[config.mk]
export PLATFORM = sky130hd
export DESIGN_NAME = uart_tx_buf
export DESIGN_NICKNAME = d
export VERILOG_FILES = /design/src/rtl/uart_pkg.sv /design/src/rtl/uart_baud_cnt.sv /design/src/rtl/uart_tx_buf.sv
export SDC_FILE = /design/constraint.sdc
export NUM_CORES = 1
export LEC_CHECK = 0
export BUFFER_PORTS_ARGS = -buffer_cell sky130_fd_sc_hd__buf_2
export CAP_MARGIN = 10
export CORE_MARGIN = 5
export CORE_UTILIZATION = 55
export CTS_CLUSTER_DIAMETER = 30
export DETAILED_ROUTE_END_ITERATION = 6
export PLACE_DENSITY = 0.85
export SLEW_MARGIN = 10
export SYNTH_ARGS = -nofsm -noshare
export SYNTH_HDL_FRONTEND = slang
export SYNTH_SLANG_ARGS = --single-unit
[constraint.sdc]
create_clock -name clk -period 2.8 [get_ports clk]
set_clock_uncertainty 0.15 [all_clocks]
set_input_delay 0.56 -clock clk [delete_from_list [all_inputs] [get_ports clk]]
set_output_delay 0.56 -clock clk [all_outputs]
set_load 0.02 [all_outputs]
[src/rtl/uart_pkg.sv]
// Shared UART definitions: FSM state encoding, default bit period and frame geometry.
// The helper builds an 8N1 frame laid out LSB-first for a right-shifting register.
package uart_pkg;

  typedef enum logic {
    IDLE = 1'b0,
    XMIT = 1'b1
  } state_t;

  localparam int UART_BAUD_DIV   = 2604;
  localparam int UART_FRAME_BITS = 10;
  localparam int UART_BIT_CNT_W  = 4;

  // Start bit sits in bit 0 so it reaches the line first; stop bit is the MSB.
  function automatic logic [UART_FRAME_BITS-1:0] uart_frame(input logic [7:0] data);
    return {1'b1, data, 1'b0};
  endfunction

endpackage

[src/rtl/uart_baud_cnt.sv]
// Bit-period counter: counts 0..DIV-1 while enabled and pulses o_tc on the last count.
// Shared with the receive path, which needs the same terminal-count timing.
module uart_baud_cnt #(
  parameter int DIV = 2604
) (
  input  logic clk,
  input  logic rst,
  input  logic i_en,
  input  logic i_clr,
  output logic o_tc
);

  localparam int CW = $clog2(DIV);
  localparam logic [CW-1:0] LAST = CW'(DIV - 1);

  logic [CW-1:0] r_cnt;

  assign o_tc = i_en && (r_cnt == LAST);

  always_ff @(posedge clk) begin
    if (rst || i_clr) begin
      r_cnt <= '0;
    end else if (i_en) begin
      r_cnt <= o_tc ? '0 : r_cnt + 1'b1;
    end
  end

endmodule

[src/rtl/uart_tx_buf.sv]
// 8N1 UART transmitter with a one-byte holding register for gapless back-to-back frames
// and a sticky completion flag (tx_done) cleared by clr_tx_done or a new accepted byte.
module uart_tx_buf
  import uart_pkg::*;
#(
  parameter int BAUD_DIV = UART_BAUD_DIV
) (
  input  logic       clk,
  input  logic       rst,
  input  logic       trmt,
  input  logic [7:0] tx_data,
  input  logic       clr_tx_done,
  output logic       TX,
  output logic       tx_rdy,
  output logic       tx_done,
  output logic       busy
);

  localparam logic [UART_BIT_CNT_W-1:0] LAST_BIT = UART_BIT_CNT_W'(UART_FRAME_BITS - 1);

  state_t                      r_state,     w_state_nxt;
  logic [UART_FRAME_BITS-1:0]  r_shift,     w_shift_nxt;
  logic [UART_BIT_CNT_W-1:0]   r_bit_cnt,   w_bit_cnt_nxt;
  logic [7:0]                  r_hold,      w_hold_nxt;
  logic                        r_hold_vld,  w_hold_vld_nxt;
  logic                        r_tx_done,   w_tx_done_nxt;
  logic                        r_tx,        w_tx_nxt;

  logic w_accept;
  logic w_start;
  logic w_baud_tc;
  logic w_frame_end;

  assign tx_rdy      = ~r_hold_vld;
  assign w_accept    = trmt && tx_rdy;
  assign w_start     = (r_state == IDLE) && w_accept;
  assign w_frame_end = (r_state == XMIT) && w_baud_tc && (r_bit_cnt == LAST_BIT);

  uart_baud_cnt #(
    .DIV (BAUD_DIV)
  ) u_baud (
    .clk   (clk),
    .rst   (rst),
    .i_en  (r_state == XMIT),
    .i_clr (w_start),
    .o_tc  (w_baud_tc)
  );

  always_comb begin
    w_state_nxt    = r_state;
    w_shift_nxt    = r_shift;
    w_bit_cnt_nxt  = r_bit_cnt;
    w_hold_nxt     = r_hold;
    w_hold_vld_nxt = r_hold_vld;

    unique case (r_state)
      IDLE: begin
        if (w_accept) begin
          w_shift_nxt   = uart_frame(tx_data);
          w_bit_cnt_nxt = '0;
          w_state_nxt   = XMIT;
        end
      end
      XMIT: begin
        if (w_frame_end) begin
          // Chain the next frame straight in so its start bit follows the stop bit.
          w_bit_cnt_nxt = '0;
          if (r_hold_vld) begin
            w_shift_nxt    = uart_frame(r_hold);
            w_hold_vld_nxt = 1'b0;
          end else if (w_accept) begin
            w_shift_nxt = uart_frame(tx_data);
          end else begin
            w_state_nxt = IDLE;
          end
        end else begin
          if (w_baud_tc) begin
            w_shift_nxt   = {1'b1, r_shift[UART_FRAME_BITS-1:1]};
            w_bit_cnt_nxt = r_bit_cnt + 1'b1;
          end
          if (w_accept) begin
            w_hold_nxt     = tx_data;
            w_hold_vld_nxt = 1'b1;
          end
        end
      end
      default: w_state_nxt = IDLE;
    endcase

    // Completion beats both clear sources when they coincide.
    if (w_frame_end) begin
      w_tx_done_nxt = 1'b1;
    end else if (clr_tx_done || w_accept) begin
      w_tx_done_nxt = 1'b0;
    end else begin
      w_tx_done_nxt = r_tx_done;
    end

    w_tx_nxt = (w_state_nxt == XMIT) ? w_shift_nxt[0] : 1'b1;
  end

  always_ff @(posedge clk) begin
    if (rst) begin
      r_state    <= IDLE;
      r_bit_cnt  <= '0;
      r_hold_vld <= 1'b0;
      r_tx_done  <= 1'b0;
      r_tx       <= 1'b1;
    end else begin
      r_state    <= w_state_nxt;
      r_bit_cnt  <= w_bit_cnt_nxt;
      r_hold_vld <= w_hold_vld_nxt;
      r_tx_done  <= w_tx_done_nxt;
      r_tx       <= w_tx_nxt;
    end
    // Payload registers are qualified by state/hold_vld and need no reset.
    r_shift <= w_shift_nxt;
    r_hold  <= w_hold_nxt;
  end

  assign TX      = r_tx;
  assign tx_done = r_tx_done;
  assign busy    = (r_state == XMIT);

endmodule

==> impl_metrics.yaml <==
synth:
  synth.most_common_cell: "dfxtp_1"
  synth_nets: 203
  yosysTopAreaCell: "edfxtp_1"
  yosys_register_bits: 38
  synth_top_area_share_pct: 28.5
  synth_edf_count: 17
  yosysSeqAreaShare_pct: 52.0
  yosys_warnings: 0
  synth_area_leaders: "edfxtp_1, dfxtp_1, nor2_1, and3_1, nand2b_1"
  synth_ff_type: "dfxtp_1"
  syn-cell-area_mm2: 0.00179
  syn_inst: 188
  synth_common_cells: "dfxtp_1, nor2_1, edfxtp_1, nand2_1"
  async_flop_share_pct: 0
  synth_area_per_cell_um2: 9.52
  ys_types: 32
cts:
  clockBufferDepth: 2
  hold_buffers: 0
  ctsHtreeMaxLevel: 2
  postCtsSetupBuffers: 0
  cts.sinks: 38
  numCtsBuffers: 5
  cts_tree: "built"
  clkTransAtPathRegs_ns: 0.11
  cts_resized: 0
  clock_latency_ns: 0.34
  root_buffer: "clkbuf_4"
floorplan:
  rows: 20
  die-area_mm2: 0.00450
  chipHeight_um: 67.1
  start_util_pct: 58.2
  fp.dieW_um: 67.1
  ios: 16
  core_mm2: 0.00308
global_routing:
  grt_pass1_vias: 1470
  overflow: 0
  grt_max_degree: 21
  grt_util_all_layers_pct: 19.5
  antenna_found_initial: 0
  grt_pass1_wl_um: 6530
detailed_routing:
  antenna_left: 0
  vias: 1419
  first_pass_iters: 4
  wl_per_cell_um: 14.8
  viasPerCell: 5.68
  drc_errors: 0
  drt_iter0_markers: 95
  drt_wl_total_um: 3700
placement:
  gp_congestion: 0.817
  place_ws_ns: 0.419
  portBuffers: 15
  dp_hpwl_um: 2660
  dp.cells: 242
sta:
  worst_slew_pin_slew_ns: 1.13
  period_needed_ns: 2.34
  rsz0062_at_grt: "false"
  finalSetupViolCount: 0
  setup_ws_ns: 0.456
  post-route-period-util_pct: 83.7
  slew_headroom_pct: 24.7
  hold_viol_final: 0
  fmax_ghz: 0.427
  slew_viol_final: 0
  fin_setup_tns_ns: 0
pwr:
  ir_drop_mv: 0.360
  powerDensity_mw_per_mm2: 548
  fin_total_pwr_mw: 1.09
  p_leak_nw: 0.758
critical_path:
  cpLargestDelayFamily: "simple AND/OR/NAND/NOR gates"
  critPathMaxStageDelay_ns: 0.91
  crit_path_start_kind: "flop"
  crit_path_top_delay_cell: "nor3b_1"
  critPathBufInv: 0
  endpoint_kind: "flop"
  cp_cell_sequence: "ha_1 > nand2_1 > or4_1 > nor2_1 > nor3b_1"
  cp_max_fo: 8
  path_class: "flop to flop"
  worstPathArrival_ns: 2.17
  crit_required_ns: 2.62
  r2r_slack_ns: 0.46
finish:
  n_antenna_cell: 0
  fillers: 270
  area_growth_syn_to_layout_pct: 11.4
  final_cells: 250
  drive_above_1_share_pct: 15.0
  fin_nets: 220
run_status:
  status: "finished, final reports clean"
hold_path:
  hp-class: "input port to flop"
run:
  cap_violations: 0
-- registers in the layout (all words and copies together), names as in the netlist --
name          cells
u_baud.r_cnt     12
r_shift          10
r_hold            8
r_bit_cnt         4
TX                1
busy              1
r_hold_vld        1
tx_done           1
-- power breakdown --
group          total [mW]  switching, mW  internal [mW]  leakage [nW]
logic               0.103         0.0603         0.0430         0.376
clock network       0.359          0.174          0.185        0.0450
registers           0.630         0.0166          0.614         0.337
-- cell families after synthesis --
logic type      count (synthesis)  synth area share [%]
buf+inv                        13                  2.93
simple gates                   85                  25.4
fa+ha+maj                       3                  2.10
flops                          38                  52.0
compound gates                 38                  12.2
xor+xnor                       11                  5.38
-- through the flow --
stage | hold slack, ns | utilization, % | area (um2)
3_3_place_gp | 0.322 | 62.3 | 1920
3_5_place_dp | 0.336 | 62.3 | 1920
2_1_floorplan | 0.306 | - | 1790
4_1_cts | 0.235 | 64.8 | 1990
6_report | 0.247 | 64.8 | 1990
5_1_grt | 0.233 | 64.8 | 1990
-- placed cells by master (no fill, tap or decap), types with 2 or more instances in the layout --
master,instances
a21oi_1,13
and3_1,11
buf_2,15
buf_4,5
clkbuf_4,5
clkinv_2,2
dfxtp_1,21
edfxtp_1,17
ha_1,3
inv_1,3
nand2_1,14
nand2b_1,11
nand3_1,4
nand4_1,2
nor2_1,20
nor2b_1,3
nor3_1,2
nor3b_1,3
o211ai_1,8
o21ai_0,13
or2_2,3
or3_1,3
or4_1,4
xnor2_1,4
xor2_1,7
-- routing by layer --
metal	GRT usage (%)	vias up	wire (um)	part of all wire [%]
met2	33.9	42	1900	51
li1	-	704	-	-
met1	21.8	657	1500	41
met5	0	-	0	0
met4	11.1	0	142	3.8
met3	4.22	16	157	4.2
-- path summary, 6_finish.rpt --
| path | endpoint | cells after the start | startpoint |
|---|---|---|---|
| max reg2reg | r_hold[0] | 5 | u_baud.r_cnt[0] |
| min | r_hold[5] | 1 | tx_data[5] |
| min reg2reg | r_bit_cnt[1] | 2 | r_bit_cnt[1] |
| max | r_hold[0] | 5 | u_baud.r_cnt[0] |
-- cell type report --
type,instances,area [um2],area share [%]
multi-input cells,137,807,40.5
clock buffers,5,37.5,1.88
flip-flops and latches,38,931,46.7
repair buffers,20,113,5.65
clock inverters,3,40.0,2.01
inverters,3,11.3,0.565
well taps,44,55.1,2.76
Note: power is estimated with default switching activity, not from simulation.
